$ cat src/rtl/disp_source_sched.sv
// Rotating source selector feeding one 16-bit snapshot to the display driver.
// Optional PRIORITY_PREEMPT_EN lets a pending non-selected source take the display.
module disp_source_sched #(
    parameter int DWELL_CYCLES = 100_000_000,
    parameter int CNT_W        = 27
) (
    input  logic        clk,
    input  logic        reset_n,
    input  logic [63:0] src_data,
    input  logic [3:0]  src_req,
    input  logic        btn_next,
    input  logic        auto_en,
    input  logic        freeze,
    output logic [15:0] data_out,
    output logic [1:0]  sel_idx,
    output logic [3:0]  sel_onehot,
    output logic [3:0]  src_ack
);

    typedef enum logic {
        S_SHOW,
        S_CAPTURE
    } state_t;

    localparam logic [CNT_W-1:0] DWELL_LAST = CNT_W'(DWELL_CYCLES - 1);
    localparam logic [CNT_W-1:0] CNT_ONE    = CNT_W'(1);

    state_t           state_q, state_d;
    logic [1:0]       sel_q, sel_d;
    logic [3:0]       onehot_q, onehot_d;
    logic [15:0]      data_q, data_d;
    logic [3:0]       ack_q, ack_d;
    logic [CNT_W-1:0] cnt_q, cnt_d;
    logic             expiry;

`ifdef PRIORITY_PREEMPT_EN
    logic             pre_hit;
    logic [1:0]       pre_idx;

    always_comb begin
        pre_hit = 1'b0;
        pre_idx = 2'd0;
        for (int j = 3; j >= 0; j--) begin
            if (src_req[j] && (2'(j) != sel_q)) begin
                pre_hit = 1'b1;
                pre_idx = 2'(j);
            end
        end
    end
`endif

    assign expiry = auto_en && (cnt_q == DWELL_LAST);

    always_comb begin
        state_d = state_q;
        sel_d   = sel_q;
        cnt_d   = cnt_q;
        data_d  = data_q;
        ack_d   = 4'b0000;
        unique case (state_q)
            S_CAPTURE: begin
                data_d  = src_data[{sel_q, 4'b0000} +: 16];
                ack_d   = onehot_q;
                state_d = S_SHOW;
            end
            S_SHOW: begin
                if (!freeze) begin
                    // Saturate so a refresh at expiry still rotates right after
                    if (auto_en && (cnt_q != DWELL_LAST)) begin
                        cnt_d = cnt_q + CNT_ONE;
                    end
                    if (btn_next) begin
                        sel_d   = sel_q + 2'd1;
                        cnt_d   = '0;
                        state_d = S_CAPTURE;
                    end else if (src_req[sel_q]) begin
                        state_d = S_CAPTURE;
`ifdef PRIORITY_PREEMPT_EN
                    end else if (pre_hit) begin
                        sel_d   = pre_idx;
                        cnt_d   = '0;
                        state_d = S_CAPTURE;
`endif
                    end else if (expiry) begin
                        sel_d   = sel_q + 2'd1;
                        cnt_d   = '0;
                        state_d = S_CAPTURE;
                    end
                end
            end
            default: state_d = S_CAPTURE;
        endcase
        if (!auto_en) begin
            cnt_d = '0;
        end
        onehot_d = 4'b0001 << sel_d;
    end

    always_ff @(posedge clk or negedge reset_n) begin
        if (!reset_n) begin
            state_q  <= S_CAPTURE;
            sel_q    <= 2'd0;
            onehot_q <= 4'b0001;
            data_q   <= 16'd0;
            ack_q    <= 4'b0000;
            cnt_q    <= '0;
        end else begin
            state_q  <= state_d;
            sel_q    <= sel_d;
            onehot_q <= onehot_d;
            data_q   <= data_d;
            ack_q    <= ack_d;
            cnt_q    <= cnt_d;
        end
    end

    assign data_out   = data_q;
    assign sel_idx    = sel_q;
    assign sel_onehot = onehot_q;
    assign src_ack    = ack_q;

endmodule

$ cat config.mk
export PLATFORM = sky130hd
export DESIGN_NAME = disp_source_sched
export DESIGN_NICKNAME = d
export VERILOG_FILES = /design/src/rtl/disp_source_sched.sv
export SDC_FILE = /design/constraint.sdc
export NUM_CORES = 1
export LEC_CHECK = 0
export BUFFER_PORTS_ARGS = -buffer_cell sky130_fd_sc_hd__buf_2
export CAP_MARGIN = 20
export CORE_AREA = 4 4 105 107
export DETAILED_ROUTE_END_ITERATION = 7
export DIE_AREA = 0 0 109 111
export SLEW_MARGIN = 30
export SYNTH_ARGS = -nofsm -noshare
export SYNTH_HDL_FRONTEND = slang
export SYNTH_SLANG_ARGS = --single-unit
$ cat constraint.sdc
create_clock -name clk -period 1.9 [get_ports clk]
set_input_delay 0.38 -clock clk [delete_from_list [all_inputs] [get_ports clk]]
set_output_delay 0.38 -clock clk [all_outputs]
set_load 0.005 [all_outputs]
==> results of run 1 <==
[final timing paths]
path                          startpoint            end  slack [ns]  cells past startpoint
max in group asynchronous        reset_n      cnt_q[21]        1.32                      2
hold / removal                   reset_n       cnt_q[0]        0.04                      1
min in group clk                btn_next       cnt_q[0]        0.46                      4
setup / recovery               cnt_q[19]  sel_onehot[2]       -0.16                      9
setup reg to reg               cnt_q[19]  sel_onehot[2]       -0.16                      9
hold reg to reg            sel_onehot[1]     src_ack[1]        0.49                      1
[critical path, delay by kind of cell, from the launching register on]
family	cells	cell delay, ns
DFF	1	0.40
buffers and inverters	3	0.43
AOI/OAI and AO/OA	2	0.34
and+or+nand+nor	4	0.84
[layer usage]
metal / wire, um / share of wire [%]
met2: 4680 / 47
met4: 128 / 1.3
met3: 815 / 8.2
met5: 0 / 0
met1: 4260 / 43
[layout by cell type (no fill, tap or decap), types with 7 or more instances in the layout]
master | synthesis | final
sky130_fd_sc_hd__nor2_1 | 15 | 14
sky130_fd_sc_hd__a21oi_1 | 13 | 10
sky130_fd_sc_hd__mux4_2 | 16 | 16
sky130_fd_sc_hd__buf_2 | 5 | 98
sky130_fd_sc_hd__o21ai_0 | 16 | 7
sky130_fd_sc_hd__nand2_1 | 22 | 19
sky130_fd_sc_hd__a31oi_1 | 14 | 12
sky130_fd_sc_hd__nand3_1 | 12 | 10
sky130_fd_sc_hd__mux2_2 | 17 | 16
sky130_fd_sc_hd__buf_4 | 1 | 63
sky130_fd_sc_hd__inv_1 | 7 | 7
sky130_fd_sc_hd__and2_1 | 9 | 8
sky130_fd_sc_hd__dfrtp_1 | 52 | 51
sky130_fd_sc_hd__buf_6 | 2 | 10
sky130_fd_sc_hd__nor3_1 | 17 | 13
[logic make-up (layout without fill, tap and decap cells)]
logic type | after synthesis | count (layout) | synth area share [%]
compound gates | 69 | 69 | 15.2
flops | 54 | 54 | 42.7
buf+inv | 26 | 187 | 3.87
fa+ha+maj | 1 | 1 | 0.395
mux | 35 | 35 | 18.0
xor+xnor | 1 | 1 | 0.276
simple gates | 114 | 115 | 19.5
[cell type report]
| cell class | count | share of cell area (%) |
|---|---|---|
| multi-input combinational | 221 | 41.2 |
| sequential | 54 | 29.1 |
| timing repair buffer | 172 | 23.5 |
| tap | 136 | 3.65 |
| clock buffer | 5 | 1.48 |
| inverter | 7 | 0.564 |
| clock inverter | 3 | 0.510 |
[registers in the layout, indices dropped and copies added, names as in the netlist]
register / flops
state_q: 1
cnt_q: 27
data_out: 16
src_ack: 4
sel_onehot: 4
sel_idx: 2
[through the flow]
stage / instances / instance area [um2] / worst slack, ns
2_1_floorplan: 300 / 3190 / -0.0317
3_3_place_gp: 568 / 4160 / -0.173
3_5_place_dp: 568 / 4160 / -0.264
4_1_cts: 581 / 4340 / -0.199
5_1_grt: 598 / 4660 / -0.256
6_report: 598 / 4660 / -0.165
[report_power, final]
part	switching [mW]	internal [mW]	total, mW
Clock	0.413	0.264	0.677
Sequential	0.132	1.42	1.55
Combinational	0.683	0.922	1.60
Total	1.23	2.60	3.83
[repair_timing]
item	4_1_cts	5_1_grt
cloned	2	1
resized for setup	14	54
pin swaps	11	34
setup buffers	3	17
endpoints found under the setup margin	31	40
==> flow_results.org, run 1 <==
** Logic synthesis
- Post-Syn Instances :: 300
- Count of unique library cells instantiated by Yosys :: 52
- The number of nets in the synthesized netlist is between 300 and 400.
- The cell area that synthesis handed to floorplanning was 3170 um2.
- Dominant cell by count in the synthesized netlist :: sky130_fd_sc_hd__dfrtp_1
- Prevailing post-synth register cell :: sky130_fd_sc_hd__dfrtp_1
- Sequential elements use 42.7% of the synthesized area.
- In this run the mean area of a mapped cell was ~11 um2.
- In the post-synthesis netlist, the biggest area contributors are sky130_fd_sc_hd__dfrtp_1, sky130_fd_sc_hd__mux4_2, sky130_fd_sc_hd__mux2_2.
- Post-synth top cells :: sky130_fd_sc_hd__dfrtp_1, sky130_fd_sc_hd__nand2_1, sky130_fd_sc_hd__mux2_2, sky130_fd_sc_hd__nor3_1
- Counting flops and latches in the post-synthesis netlist gives between 50 and 60.
- Yosys mapped a number of flops with a built-in enable equal to 0.
- For this run, asynchronously set or reset flops after synthesis account for 100%.
- Warning count from the yosys run :: 0
- Largest area contributor in the netlist :: sky130_fd_sc_hd__dfrtp_1
- The top cell type by area accounts for 41.0% of the synthesized area.

** Cells and area
- Measured on the finished design, the core utilization comes to 45.9%.
- Number of filler instances in the final layout :: 925
- Cells with a size suffix above 1 make up 57.1% of the layout.
- 0 antenna diodes ended up in the layout.
- Total area of sequential cells :: 1360 um2
- Area grow syn2layout :: 46.9%
- Count of nets after finishing :: approximately 540
- In the final layout, the multi-input gates occupy 1920 um2.

** Floorplanning
- Effective utilization at floorplan :: 31.3%
- During I/O placement, the number of pins put on the boundary was 99.
- The initialized floorplan defines 37 standard-cell rows.
- The floorplan step defined a core boundary enclosing between 10000 and 15000 um2.
- Measured along the x axis, the die boundary spans about 110 um.
- Area enclosed by the die boundary :: about 12000 um2
- The die is 111 um tall.

** STA
- At the pin with the least slew margin, the transition time is 0.574 ns.
- The number of pins exceeding their max-slew limit in the final report came to 0.
- Normalized max-slew margin :: 61.7%
- Of the available clock period, the critical path in the final layout requires 109%.
- Setup violations remaining at the end of the flow were counted as 19.
- Smallest hold slack :: roughly 0.038 ns
- Unrepaired setup endpoints after global routing :: true
- Timing would allow up to a little under 0.5 GHz.
- Across all setup checks in the final design, the least slack found is -0.165 ns.
- Post-route minimum period :: a little over 2 ns
- Summed negative setup slack over all endpoints :: -1.30 ns
- Across the routed clock network, the largest skew measured is approximately 0.018 ns.
- The final number of hold-violating endpoints came to 0.

** Global routing
- Final global-route overflow total :: 0
- Via count of the first global-routing pass :: 3013
- Met2 capacity usage during global routing :: 25.9%
- Met3 track utilization from global routing :: 3.20%
- Largest net degree at the start of global routing :: 27
- Met1 GRT Util :: roughly 20%
- The first global-routing pass estimated 14900 um of wire.
- met2 is the most crowded layer.
- Number of antenna violations at the first check in global routing :: 0
- Global-route total usage across every layer :: approximately 15%

** Clocking
- Sink count of the clock tree :: 54
- Clock latency on the worst-skew pair, taken at its later pin, is 0.33 ns.
- Clock slew seen by the registers of the worst setup and hold paths :: approximately 0.11 ns
- The cell sitting at the root of the clock tree is a sky130_fd_sc_hd__clkbuf_8.
- CTS tree :: yes
- Clock tree buffer depth :: 2
- H-tree lvl count :: 2
- After clock tree synthesis, the flow added hold-fix buffers numbering 0.
- In this run, CTS created clock tree buffers numbering 5.

** Place
- Placer's final routability congestion estimate :: 0.840
- Post-DP HPWL :: 7270 um
- Quantity of I/O buffers inserted on ports :: a little under 100

** Drt
- Total wire length after detailed routing :: 9890 um
- The first detailed-routing pass took 4 iterations.
- The detailed router placed around 3100 vias in this run.
- Number of DRC violations after detailed routing :: 0
- Once detail routing completed, the nets flagged for antenna violations numbered 0.
- Average wire per cell in the routed design :: 16.5 um
- Detail-routed via count per cell :: 5.22
- DRT iter0 DRCs :: 182

** Setup path
- For this run, the slowest stage of the critical path takes approximately 0.4 ns.
- Most Frequent Cell on Critical Path :: sky130_fd_sc_hd__buf_6
- Cell Chain, Critical Path :: nor4_2 -> nand4_1 -> buf_6 -> buf_6 -> nor4_4 -> o21ai_1 -> a221oi_2 -> buf_4 -> and2_4
- Arrival time of the worst setup path :: around 2.3 ns
- Kind of end point of the critical path :: flop
- The critical path is of the flop to flop type.
- Worst Setup Start Kind :: flop
- Required time worst endpoint :: 2.17 ns
- In this run the worst path has a maximum fanout of 5.
- CP max stage cell :: sky130_fd_sc_hd__dfrtp_1

** Hold path
- Hold crit path type :: input port to async pin

** Power
- The design draws 3.83 mW.
- Largest vdd supply drop :: 0.000570 V
- Leakage Power :: approximately 2.1 nW
- Total power density per cell area :: just over 800 nW/um2

** Run status
- Violated checks :: setup timing
- Run status :: finished, violations left

** Run
- Max-Cap Viols :: 0
No activity file was read; power rests on OpenSTA's default activity.
==> run 2: changes to the inputs <==
--- a/config.mk
+++ b/config.mk
@@ -9,5 +9,6 @@
 export CAP_MARGIN = 20
-export CORE_AREA = 4 4 105 107
+export CORE_AREA = 4 4 76 148
 export DETAILED_ROUTE_END_ITERATION = 7
-export DIE_AREA = 0 0 109 111
+export DIE_AREA = 0 0 80 152
+export PLACE_DENSITY_LB_ADDON = 0.3
 export SLEW_MARGIN = 30
--- a/constraint.sdc
+++ b/constraint.sdc
@@ -3,2 +3,2 @@
 set_output_delay 0.38 -clock clk [all_outputs]
-set_load 0.005 [all_outputs]
+set_load 0.1 [all_outputs]
==> run 2 against run 1 <==
The flow still finishes with violations (setup timing). Maximum frequency up 2.7%. Register-to-register slack better by 0.06 ns. Critical path depth down 2. Final cell count unchanged. Sequential power about the same. Critical endpoint is now cnt_q[5]. Largest power group unchanged.
==> flow_results.org, run 2 (synthesis results as in run 1) <==
** Run status
- Run status :: finished, violations left
- The final reports fail on setup timing.

** Floorplanning
- The die area is 12200 um2 (+0.50%).
- The starting utilization of the core area was 31.2% (-0.035 points).
- I/O pin cnt :: 99 (unchanged)
- The placeable core region was 10100 um2 (+0.11%).
- The number of cell rows was 52 (+41%).
- The die boundary height came to 152 um (+37%).
- The die outline width was 80 um (-27%).

** STA
- The minimum clock period is 2.01 ns (-0.0552 ns).
- Final Hold Viols :: 0 (unchanged)
- The upper clock frequency limit was 0.498 GHz (+2.7%).
- The final setup violation count was 17 (-2).
- The post-route clock period utilization is 106% (-2.9 points).
- The final worst setup slack was -0.110 ns (+0.0552 ns).
- Unrepaired setup endpoints after global routing :: true
- Setup clock skew after layout :: 0.00532 ns (-0.0122 ns)
- The measured slew at the worst slew-check pin is 0.498 ns (-0.0765 ns).
- The number of pins exceeding their max-slew limit in the final report was 0 (unchanged).
- Normalized max-slew margin :: 67.0% (+5.3 points)

** Clocking
- The insertion delay to the later sink of the worst-skew pair came to 0.30 ns (-0.03 ns).
- Clock tree buffer depth :: 2 (unchanged)
- Sink count of the clock tree :: 54 (unchanged)
- CTS buffer count :: 5 (unchanged)
- Clock root buffer :: sky130_fd_sc_hd__clkbuf_16
- Clock slew seen by the registers of the worst setup and hold paths :: 0.07 ns (-0.04 ns)
- CTS tree :: yes
- The number of H-tree branching levels is 2 (unchanged).
- Post-CTS Hold Buffers :: 0 (unchanged)

** Hold path
- The path class of the tightest hold or removal check is input port to async pin.

** Cells and area
- Number of flip-flops in the largest register :: 27 (unchanged)
- The library cell used most frequently in the layout, excluding fill and tap cells, is sky130_fd_sc_hd__buf_2.
- The fraction of final layout cells with drive strength greater than 1 came to 55.9% (-1.2 points).
- The number of nets in the final layout is 536 (+0.19%).
- Leaving out fill and tap cells, the most frequent cells in the layout are sky130_fd_sc_hd__buf_2, sky130_fd_sc_hd__buf_4, sky130_fd_sc_hd__dfrtp_1.
- cnt_q holds more flip-flops than any other register.
- Fin area :: 4680 um2 (+0.56%)
- The antenna diode count is 0 (unchanged).
- Area grow syn2layout :: 47.8%

** Drt
- Remaining antenna violation count :: 0 (unchanged)
- Total wire length after detailed routing :: 10300 um (+4.4%)
- Detail-routed via count per cell :: 5.36 (+2.7%)
- The total number of vias came to 3208 (+2.7%).
- The iteration count of the initial detailed-routing pass came to 4 (unchanged).
- The detail-routed net length per standard cell was 17.3 um (+4.4%).
- The number of DRC markers after the initial detailed-route iteration was 125 (-31%).
- The DRC violation count after routing came to 0 (unchanged).

** Setup path
- The worst setup path is captured at a flop.
- Arrival time of the worst setup path :: 2.20 ns (-0.14 ns)
- The worst setup path is of the flop to flop kind.
- The maximum fanout along the worst path is 8 (+3).
- The data required time at the worst endpoint is 2.09 ns (-0.08 ns).
- The worst setup path is launched from a flop.

** Global routing
- The global-route usage over all layers was 16.3% (+1.0 points).
- The wire length of the first global-routing pass was 15600 um (+4.5%).
- Final global-route overflow total :: 0 (unchanged)
- The initial antenna violation count came to 0 (unchanged).
- Via count of the first global-routing pass :: 3268 (+8.5%)
- The maximum number of pins on one net before global-route repair is 55 (+100%).

** Power
- Leakage Power :: 2.12 nW (+0.33%)
- The overall power of the completed layout is 5.96 mW (+56%).
- Largest vdd supply drop :: 0.000859 V (+51%)
- The power per cell area was 1270 nW/um2 (+55%).

** Place
- Placer's final routability congestion estimate :: 0.925 (+10%)
- Post-Place Cell Area :: 4280 um2 (+2.9%)
- Quantity of I/O buffers inserted on ports :: 98 (unchanged)
- Post-DP HPWL :: 7910 um (+8.8%)

** Run
- The reported max-cap violation count was 0 (unchanged).
## run 2: final timing paths
path	start	end	slack, ns	cells past startpoint
min	reset_n	src_ack[0]	0.06	2
min in group clk	sel_onehot[3]	src_ack[3]	0.48	1
max	cnt_q[6]	cnt_q[5]	-0.11	7
max in group asynchronous	reset_n	state_q	1.53	2
max reg2reg	cnt_q[6]	cnt_q[5]	-0.11	7
min reg2reg	sel_onehot[3]	src_ack[3]	0.48	1
## run 2: repair_timing
action                     in CTS  in global routing
gates cloned                    0                  1
pin swaps                      18                 18
setup endpoints to repair      29                 31
setup buffers                   4                  5
resized for setup              22                 31
## run 2: metal layers
metal / track usage, % / wire [um] / vias up / share of wire [%]
met3: 2.67 / 629 / 43 / 6.1
met2: 31.0 / 5690 / 148 / 55
met4: 11.6 / 657 / 0 / 6.4
met5: 0 / 0 / - / 0
li1: - / - / 1472 / -
met1: 14.7 / 3340 / 1545 / 32
## run 2: per-stage QoR
| stage | setup TNS, ns | hold WS [ns] | std cells | setup slack, ns | util [%] |
|---|---|---|---|---|---|
| after CTS | -1.26 | 0.0862 | 592 | -0.108 | 44.4 |
| after global routing | -2.31 | 0.0991 | 598 | -0.156 | 46.2 |
| after global placement | -0.926 | 0.401 | 580 | -0.150 | 42.1 |
| final | -0.666 | 0.0624 | 598 | -0.110 | 46.2 |
| after floorplan | -6.87 | 0.0844 | 300 | -0.306 | - |
| after detailed placement | -1.98 | 0.410 | 580 | -0.169 | 42.1 |
## run 2: report_power, final
group	leakage, nW	internal [mW]	switching, mW
combinational	1.35	0.970	2.50
sequential	0.696	1.43	0.121
clock	0.0698	0.490	0.451
total	2.12	2.89	3.08
## run 2: worst max-delay path, stage by stage, from the launching register on
cell and delay (ns):
sky130_fd_sc_hd__dfrtp_1 0.36, sky130_fd_sc_hd__nand4_1 0.23, sky130_fd_sc_hd__buf_4 0.22, sky130_fd_sc_hd__nor3_2 0.20, sky130_fd_sc_hd__and4bb_4 0.33, sky130_fd_sc_hd__or2_4 0.22
sky130_fd_sc_hd__o21ai_1 0.10, sky130_fd_sc_hd__a22o_1 0.23
## run 2: area by class of cell
| class | count | area [um2] |
|---|---|---|
| clock buffer | 5 | 125 |
| clock inverter | 3 | 21.3 |
| fill | 968 | 5470 |
| inverter | 7 | 26.3 |
| multi-input combinational | 220 | 1870 |
| sequential | 54 | 1360 |
| tap | 135 | 169 |
| timing repair buffer | 174 | 1110 |
